$ cat config.mk
export PLATFORM = sky130hd
export DESIGN_NAME = reg_dump_unit
export DESIGN_NICKNAME = d
export VERILOG_FILES = /design/src/rtl/reg_dump_unit_pkg.sv /design/src/rtl/reg_dump_unit.sv
export SDC_FILE = /design/constraint.sdc
export NUM_CORES = 1
export LEC_CHECK = 0
export CORE_UTILIZATION = 35
export CTS_CLUSTER_SIZE = 10
export DETAILED_ROUTE_END_ITERATION = 8
export GPL_TIMING_DRIVEN = 0
export HOLD_SLACK_MARGIN = 0.15
export SETUP_SLACK_MARGIN = 0.02
export SYNTH_ARGS = -nofsm -noshare
export SYNTH_HDL_FRONTEND = slang
export SYNTH_SLANG_ARGS = --single-unit
export TNS_END_PERCENT = 1
$ cat constraint.sdc
create_clock -name i_clk -period 2.7 [get_ports i_clk]
set_input_delay 0.54 -clock i_clk [delete_from_list [all_inputs] [get_ports i_clk]]
set_output_delay 0.54 -clock i_clk [all_outputs]
set_load 0.005 [all_outputs]
$ cat src/rtl/reg_dump_unit_pkg.sv
`default_nettype none
// ============================================================================
// Module   : reg_dump_unit_pkg
// Purpose  : Shared debug-path definitions for the register dump serializer.
// Revision : 1.0 - initial release
// ============================================================================
package reg_dump_unit_pkg;

    localparam int BYTE_W = 8;

    localparam logic [2:0] ST_IDLE  = 3'd0;
    localparam logic [2:0] ST_ADDR  = 3'd1;
    localparam logic [2:0] ST_LATCH = 3'd2;
    localparam logic [2:0] ST_SEND  = 3'd3;
    localparam logic [2:0] ST_WAIT  = 3'd4;

    typedef enum logic [2:0] {
        S_IDLE  = ST_IDLE,
        S_ADDR  = ST_ADDR,
        S_LATCH = ST_LATCH,
        S_SEND  = ST_SEND,
        S_WAIT  = ST_WAIT
    } state_t;

    // Byte counter width for a register of reg_width bits; never narrower than 1.
    function automatic int byte_cnt_width(input int reg_width);
        int n;
        n = reg_width / BYTE_W;
        return (n <= 2) ? 1 : $clog2(n);
    endfunction

endpackage
`default_nettype wire

$ cat src/rtl/reg_dump_unit.sv
`default_nettype none
// ============================================================================
// Module   : reg_dump_unit
// Purpose  : Reads every register through the debug port and streams it,
//            MSB byte first, over a start/done byte handshake.
// Revision : 1.0 - initial release
// ============================================================================
module reg_dump_unit
    import reg_dump_unit_pkg::*;
#(
    parameter int B = 32,
    parameter int W = 5
) (
    input  logic           i_clk,
    input  logic           i_reset,
    input  logic           i_start,
    output logic [W-1:0]   o_dbg_addr,
    input  logic [B-1:0]   i_dbg_data,
    output logic [7:0]     o_tx_data,
    output logic           o_tx_start,
    input  logic           i_tx_done,
    output logic           o_busy,
    output logic           o_done
);

    localparam int                 c_num_bytes = B / BYTE_W;
    localparam int                 c_cnt_w     = byte_cnt_width(B);
    localparam logic [c_cnt_w-1:0] c_last_byte = c_cnt_w'(c_num_bytes - 1);
    localparam logic [W-1:0]       c_last_addr = {W{1'b1}};

    state_t               r_state;
    logic [W-1:0]         r_addr;
    logic [B-1:0]         r_shift;
    logic [c_cnt_w-1:0]   r_byte_cnt;
    logic [BYTE_W-1:0]    r_tx_data;
    logic                 r_tx_start;
    logic                 r_busy;
    logic                 r_done;
    logic [B-1:0]         w_shift_next;

    assign w_shift_next = r_shift << BYTE_W;

    // Outputs are loaded on entry to the target state so every port is a flop.
    always_ff @(posedge i_clk) begin
        if (i_reset) begin
            r_state    <= S_IDLE;
            r_addr     <= '0;
            r_shift    <= '0;
            r_byte_cnt <= '0;
            r_tx_data  <= '0;
            r_tx_start <= 1'b0;
            r_busy     <= 1'b0;
            r_done     <= 1'b0;
        end else begin
            r_tx_start <= 1'b0;
            r_done     <= 1'b0;
            case (r_state)
                S_IDLE: begin
                    if (i_start) begin
                        r_state <= S_ADDR;
                        r_busy  <= 1'b1;
                    end
                end
                S_ADDR: begin
                    r_state <= S_LATCH;
                end
                S_LATCH: begin
                    r_shift    <= i_dbg_data;
                    r_byte_cnt <= '0;
                    r_tx_data  <= i_dbg_data[B-1 -: BYTE_W];
                    r_tx_start <= 1'b1;
                    r_state    <= S_SEND;
                end
                S_SEND: begin
                    r_state <= S_WAIT;
                end
                S_WAIT: begin
                    if (i_tx_done) begin
                        if (r_byte_cnt != c_last_byte) begin
                            r_shift    <= w_shift_next;
                            r_byte_cnt <= r_byte_cnt + 1'b1;
                            r_tx_data  <= w_shift_next[B-1 -: BYTE_W];
                            r_tx_start <= 1'b1;
                            r_state    <= S_SEND;
                        end else if (r_addr != c_last_addr) begin
                            r_addr  <= r_addr + 1'b1;
                            r_state <= S_ADDR;
                        end else begin
                            r_addr  <= '0;
                            r_done  <= 1'b1;
                            r_busy  <= 1'b0;
                            r_state <= S_IDLE;
                        end
                    end
                end
                default: begin
                    r_state <= S_IDLE;
                    r_busy  <= 1'b0;
                end
            endcase
        end
    end

    assign o_dbg_addr = r_addr;
    assign o_tx_data  = r_tx_data;
    assign o_tx_start = r_tx_start;
    assign o_busy     = r_busy;
    assign o_done     = r_done;

endmodule
`default_nettype wire
==> results of run 1 <==
## report_power, final
part,total [uW],switching [uW],internal [uW]
Clock,460,229,232
Combinational,288,143,146
Sequential,744,31.2,713
Total,1490,403,1090
## placed cells by master, fill, tap and decap left out, drive strengths merged, types with 2 or more instances in the layout
cell type / count
o21ai: 4
or4: 2
a2bb2oi: 2
a22oi: 8
nand2b: 26
dfxtp: 45
buf: 6
clkbuf: 28
a31oi: 26
inv: 4
nor3b: 2
nor2: 5
nor2b: 2
nand3: 10
clkdlybuf4s50: 49
ha: 4
and2: 2
a21oi: 14
o311ai: 25
nand2: 51
## worst reg2reg max path, stage by stage (launching register included)
cell and delay, ps:
dfxtp_1 330, ha_1 290, nand4bb_1 220, clkbuf_1 250
a21oi_2 440, buf_2 300, a31oi_1 110
## per-layer routing
metal  vias up  GRT usage [%]  wire [um]
li1       1133              -          -
met1      1052          24.95       2860
met2        57          29.42       2719
met3         5          3.626        280
met4         0          4.035         29
met5         -              0          0
## flip-flops by register name, indices dropped and copies added (netlist names)
name,cells
o_busy,1
r_shift,24
o_tx_start,1
o_dbg_addr,5
o_tx_data,8
o_done,1
r_byte_cnt,2
r_state,3
## kinds of logic (layout without fill, tap and decap cells)
| group | count (synthesis) | after routing |
|---|---|---|
| AOI/OAI and AO/OA | 85 | 85 |
| xor gates and xnor gates | 1 | 1 |
| buffers and inverters | 31 | 88 |
| DFF | 45 | 45 |
| and+or+nand+nor | 109 | 109 |
| adders and majority gates | 4 | 4 |
## per-stage QoR
step | instances | setup slack (ps) | total power, uW | util [%]
finish | 407 | 629.3 | 1493 | 48.43
global placement | 399 | 502.0 | 1045 | 46.76
floorplan | 275 | 932.0 | 920.7 | -
CTS | 407 | 626.3 | 1511 | 48.43
detailed placement | 399 | 481.1 | 1049 | 46.76
global route | 407 | 467.8 | 1571 | 48.43
## layout make-up
type | count | share of cell area [%]
timing repair buffer | 49 | 16.71
clock inverter | 1 | 0.1705
tap | 75 | 3.197
buffer | 27 | 3.794
sequential | 45 | 30.69
inverter | 4 | 0.5115
clock buffer | 7 | 3.282
multi-input combinational | 199 | 41.65
## how the worst max path moves through the flow
stage / from / to / slack (ps) / cells after the start
after floorplan: i_tx_done / o_tx_data[0] / 930 / 6
after global placement: i_tx_done / r_shift[12] / 500 / 6
after detailed placement: i_tx_done / r_shift[15] / 480 / 6
after CTS: r_byte_cnt[0] / r_shift[15] / 630 / 6
after global routing: r_byte_cnt[0] / o_tx_data[6] / 470 / 6
final: r_byte_cnt[0] / o_tx_data[2] / 630 / 6
==> results.cfg, run 1 <==
[run_status]
status = completed

[placement]
dp_hpwl_um = 4200
port_buffers = 49
gp_congestion = 0.8034
post_dp_cell_area_um2 = 2834

[critical_path]
r2r_slack_ps = 630
crit_required_ps = 2880
crit_arrival_ps = 2250
reg2regPathDepth = 6
crit_path_end_kind = register
worst_setup_path_start_kind = register
path_max_fanout = 10
reg2reg_to = o_tx_data[2]
worstReg2RegStart = r_byte_cnt[0]
max_stage_delay_ps = 440
critPathSlowestCell = a21oi_2
crit_family = buffers and inverters
worstPathCellList = ha_1 > nand4bb_1 > clkbuf_1 > a21oi_2 > buf_2 > a31oi_1
crit_buf_inv = 2
crit_type = register to register

[timing]
tightest_slew_ps = 676.2
min_period_over_period_pct = 76.69
fmax_ghz = 0.4829
finalClockSkew_ps = 4.524
finalHoldViolCount = 0
max_slew_margin_pct = 54.72
rsz0062_at_grt = false
finalCriticalPeriod_ps = 2071
slew_viol_final = 0
fin_setup_tns_ps = 0
worst_hold_slack_ps = 468.7
setup_viol = 0

[flow_run]
drv_cap = 0

[yosys]
synth_fa_ha_area_share_pct = 2.225
seq_area_frac_synth_pct = 40.04
syn_inst = 275
synth_mux_area_share_pct = 0
yosysMostFrequentCell = nand2_1
yosys_warnings = 0
synthTopCellsByArea = dfxtp_1, o311ai_0, nand2_1
synth_xor_area_share_pct = 0.3893
async_flop_share_pct = 0
yosys.area_share.simple_pct = 24.97
synth_top_family_by_area = compound AO/OA/AOI/OAI gates
synth_compound_area_share_pct = 26.75
yosys.area.top_type_share_pct = 40.04
syn_nets = 315
ys.flop_type = dfxtp_1
avgSynthCellArea_um2 = 8.181
synth_edf_count = 0
ys_ff_latch = 45
ys_types = 39
synth_area_um2 = 2250
yosys.area.top_type = dfxtp_1
synth_common_cells = nand2_1, dfxtp_1, a31oi_1, nand2b_1, o311ai_0

[floorplan]
initial_core_util_pct = 37.12
fp.dieW_um = 82.17
core_um2 = 6061
rows = 28
die_h_um = 82.17
boundaryPins = 52
design.die.area_um2 = 6752

[cts]
clk_latency_ps = 300
cts_setup_buffers = 0
holdBufCountCts = 0
cts_tree = yes
clock-sinks = 45
clk_path_buf_depth = 2
h-tree-depth = 2
cts_resized = 0
cts_buffers = 5
clkSlewWorstSetupHoldPaths_ps = 80
cts_root_buf = clkbuf_8

[final_layout]
fillers = 630
multi_input_area_um2 = 1222
final_layout_size_suffix_gt1_share_pct = 5.422
antenna_cells = 0
synthToLayoutAreaGrowth_pct = 30.48
stdcell_area_um2 = 2935
finalNetCount = 371
regArea_um2 = 900.9

[drt]
detail_route.iter0.violations = 117
wire_per_inst_um = 14.47
ant_nets = 0
routed_wl_um = 5890
drc = 0
via_per_inst = 5.521
num_vias = 2247
dr.pass1.iters = 4

[min_path]
hold_start = r_byte_cnt[0]
min_to = r_byte_cnt[0]
hp-class = register to register
holdPathStages = 1

[global_routing]
grt_pass1_wl_um = 9328
grt-ovfl-total = 0
antenna_found_initial = 0
grt.total_usage_pct = 18.22
grt_pass1_vias = 1985
grt_start_max_net_pins = 14

[pwr]
p_leak_uw = 0.001031
ir_drop_mv = 0.2079
powerDensity_nw_per_um2 = 508.6
Power figures use the tool's default switching activity.
==> run 2, diff against run 1 <==
==> constraint.sdc (replaced) <==
create_clock -name i_clk -period 1.8 [get_ports i_clk]
set_input_delay 0.36 -clock i_clk [delete_from_list [all_inputs] [get_ports i_clk]]
set_output_delay 0.36 -clock i_clk [all_outputs]
set_load 0.005 [all_outputs]
==> run 2 against run 1 <==
Net effect: setup slack lost 590 ps; sequential share of layout area shrank 0.52 points; total power rose by 52%; non-clock buffer count grew 2; flip-flop and latch count is the same; largest power group unchanged; critical path type unchanged; die area is the same.
==> results.cfg, run 2 (synthesis gave the netlist of run 1 again) <==
[run_status]
status = completed

[critical_path]
r2r_slack_ps = 40
crit_arrival_ps = 1990
crit_path_end_kind = register
crit_type = register to register
reg2reg_to = r_shift[0]
worstReg2RegStart = r_state[0]
path_max_fanout = 10
crit_required_ps = 2030
worst_setup_path_start_kind = register
reg2regPathDepth = 5

[floorplan]
initial_core_util_pct = 37.12
die_h_um = 82.17
boundaryPins = 52
rows = 28
core_um2 = 6061
fp.dieW_um = 82.17
design.die.area_um2 = 6752

[placement]
dp_hpwl_um = 4200
port_buffers = 49
post_dp_cell_area_um2 = 2834
gp_congestion = 0.8034

[cts]
clk_latency_ps = 300
clkSlewWorstSetupHoldPaths_ps = 90
holdBufCountCts = 0
cts_tree = yes
cts_root_buf = clkbuf_8
h-tree-depth = 2
cts_buffers = 5
clk_path_buf_depth = 2
clock-sinks = 45

[final_layout]
final_util_pct = 49.40
top_register = r_shift
layout_common_cells = nand2_1, clkdlybuf4s50_1, dfxtp_1
antenna_cells = 0
largest_register_ffs = 24
stdcell_area_um2 = 2994
synthToLayoutAreaGrowth_pct = 33.09
final_common_cell = nand2_1
final_layout_size_suffix_gt1_share_pct = 10.78
finalNetCount = 373

[min_path]
holdPathStages = 1
hold_start = r_byte_cnt[0]
min_to = r_byte_cnt[0]
hp-class = register to register

[timing]
rsz0062_at_grt = true
setup_viol = 0
min_period_over_period_pct = 97.93
finalCriticalPeriod_ps = 1763
finalClockSkew_ps = 5.959
fmax_ghz = 0.5673
finalHoldViolCount = 0
max_slew_margin_pct = 62.24
worst_hold_slack_ps = 473.1
slew_viol_final = 0
tightest_slew_ps = 563.9

[pwr]
switchingPower_uw = 618.8
ir_drop_mv = 0.3143
p_leak_uw = 0.001063
combPwrFrac_pct = 20.1
power_frac_clock_pct = 30.7
power_uw = 2268
powerDensity_nw_per_um2 = 757.5
internal-power_uw = 1649
p_sw_share_pct = 27.28
p_seq_share_pct = 49.3

[flow_run]
drv_cap = 0

[global_routing]
grt_pass1_wl_um = 9384
grt_start_max_net_pins = 14
antenna_found_initial = 0
grt-ovfl-total = 0
grt.total_usage_pct = 18.38
grt_pass1_vias = 1988

[drt]
wire_per_inst_um = 14.63
num_vias = 2299
drc = 0
detail_route.iter0.violations = 94
via_per_inst = 5.621
dr.pass1.iters = 4
ant_nets = 0
routed_wl_um = 5982
run 2: cell count changes in the layout (fill, tap and decap cells not counted), sizes merged:
cell,delta
buf,+3
clkbuf,-1
run 2: per-layer routing:
| metal | GRT usage [%] | wire length [um] |
|---|---|---|
| met1 | 25.22 | 2939 |
| met3 | 3.626 | 309 |
| met4 | 4.035 | 56 |
| met5 | 0 | 0 |
| met2 | 29.67 | 2676 |
run 2: layout make-up:
cell class                 count  area, um2
timing repair buffer          51      505.5
multi-input combinational    199       1246
clock inverter                 1      5.005
inverter                       4      15.01
buffer                        27      128.9
fill                         628       3067
clock buffer                   7      96.34
sequential                    45      903.4
tap                           75      93.84
run 2: through the flow:
stage	instances	setup WS, ps	setup TNS, ps
after floorplan	275	145.5	0
after global placement	399	-236.7	-4612
after detailed placement	399	-255.5	-4777
after CTS	409	10.55	0
after global routing	409	-65.37	-377.8
final	409	37.31	0
run 2: worst max path at each step:
stage                   from       endpoint  slack (ps)  depth (start not counted)
2_1_floorplan  o_dbg_addr[0]  o_dbg_addr[2]         150                          5
3_3_place_gp   r_byte_cnt[0]    r_shift[12]        -240                          6
3_5_place_dp   r_byte_cnt[0]    r_shift[15]        -260                          6
4_1_cts        o_dbg_addr[0]  o_dbg_addr[2]          10                          5
5_1_grt           r_state[0]     r_shift[3]         -70                          5
6_report          r_state[0]     r_shift[0]          40                          5
run 2: repair_timing:
action | 4_1_cts | 5_1_grt
gates resized for setup | 8 | 23
setup buffers | 2 | 0
endpoints found under the setup margin | 28 | 40
pin swaps | 1 | 0
run 2: power by group through the flow:
stage,combinational [uW],sequential (uW),clock (uW)
3_3_place_gp,429,1140,0
3_5_place_dp,433,1140,0
2_1_floorplan,253,1130,0
4_1_cts,451,1120,715
5_1_grt,503,1130,749
6_report,455,1120,695
run 2: worst max-delay path, cell delays in order (launching register included):
cell and delay, ps:
dfxtp_1 310, clkbuf_1 310, clkbuf_1 460, buf_2 320
a22oi_1 120, a21oi_1 170
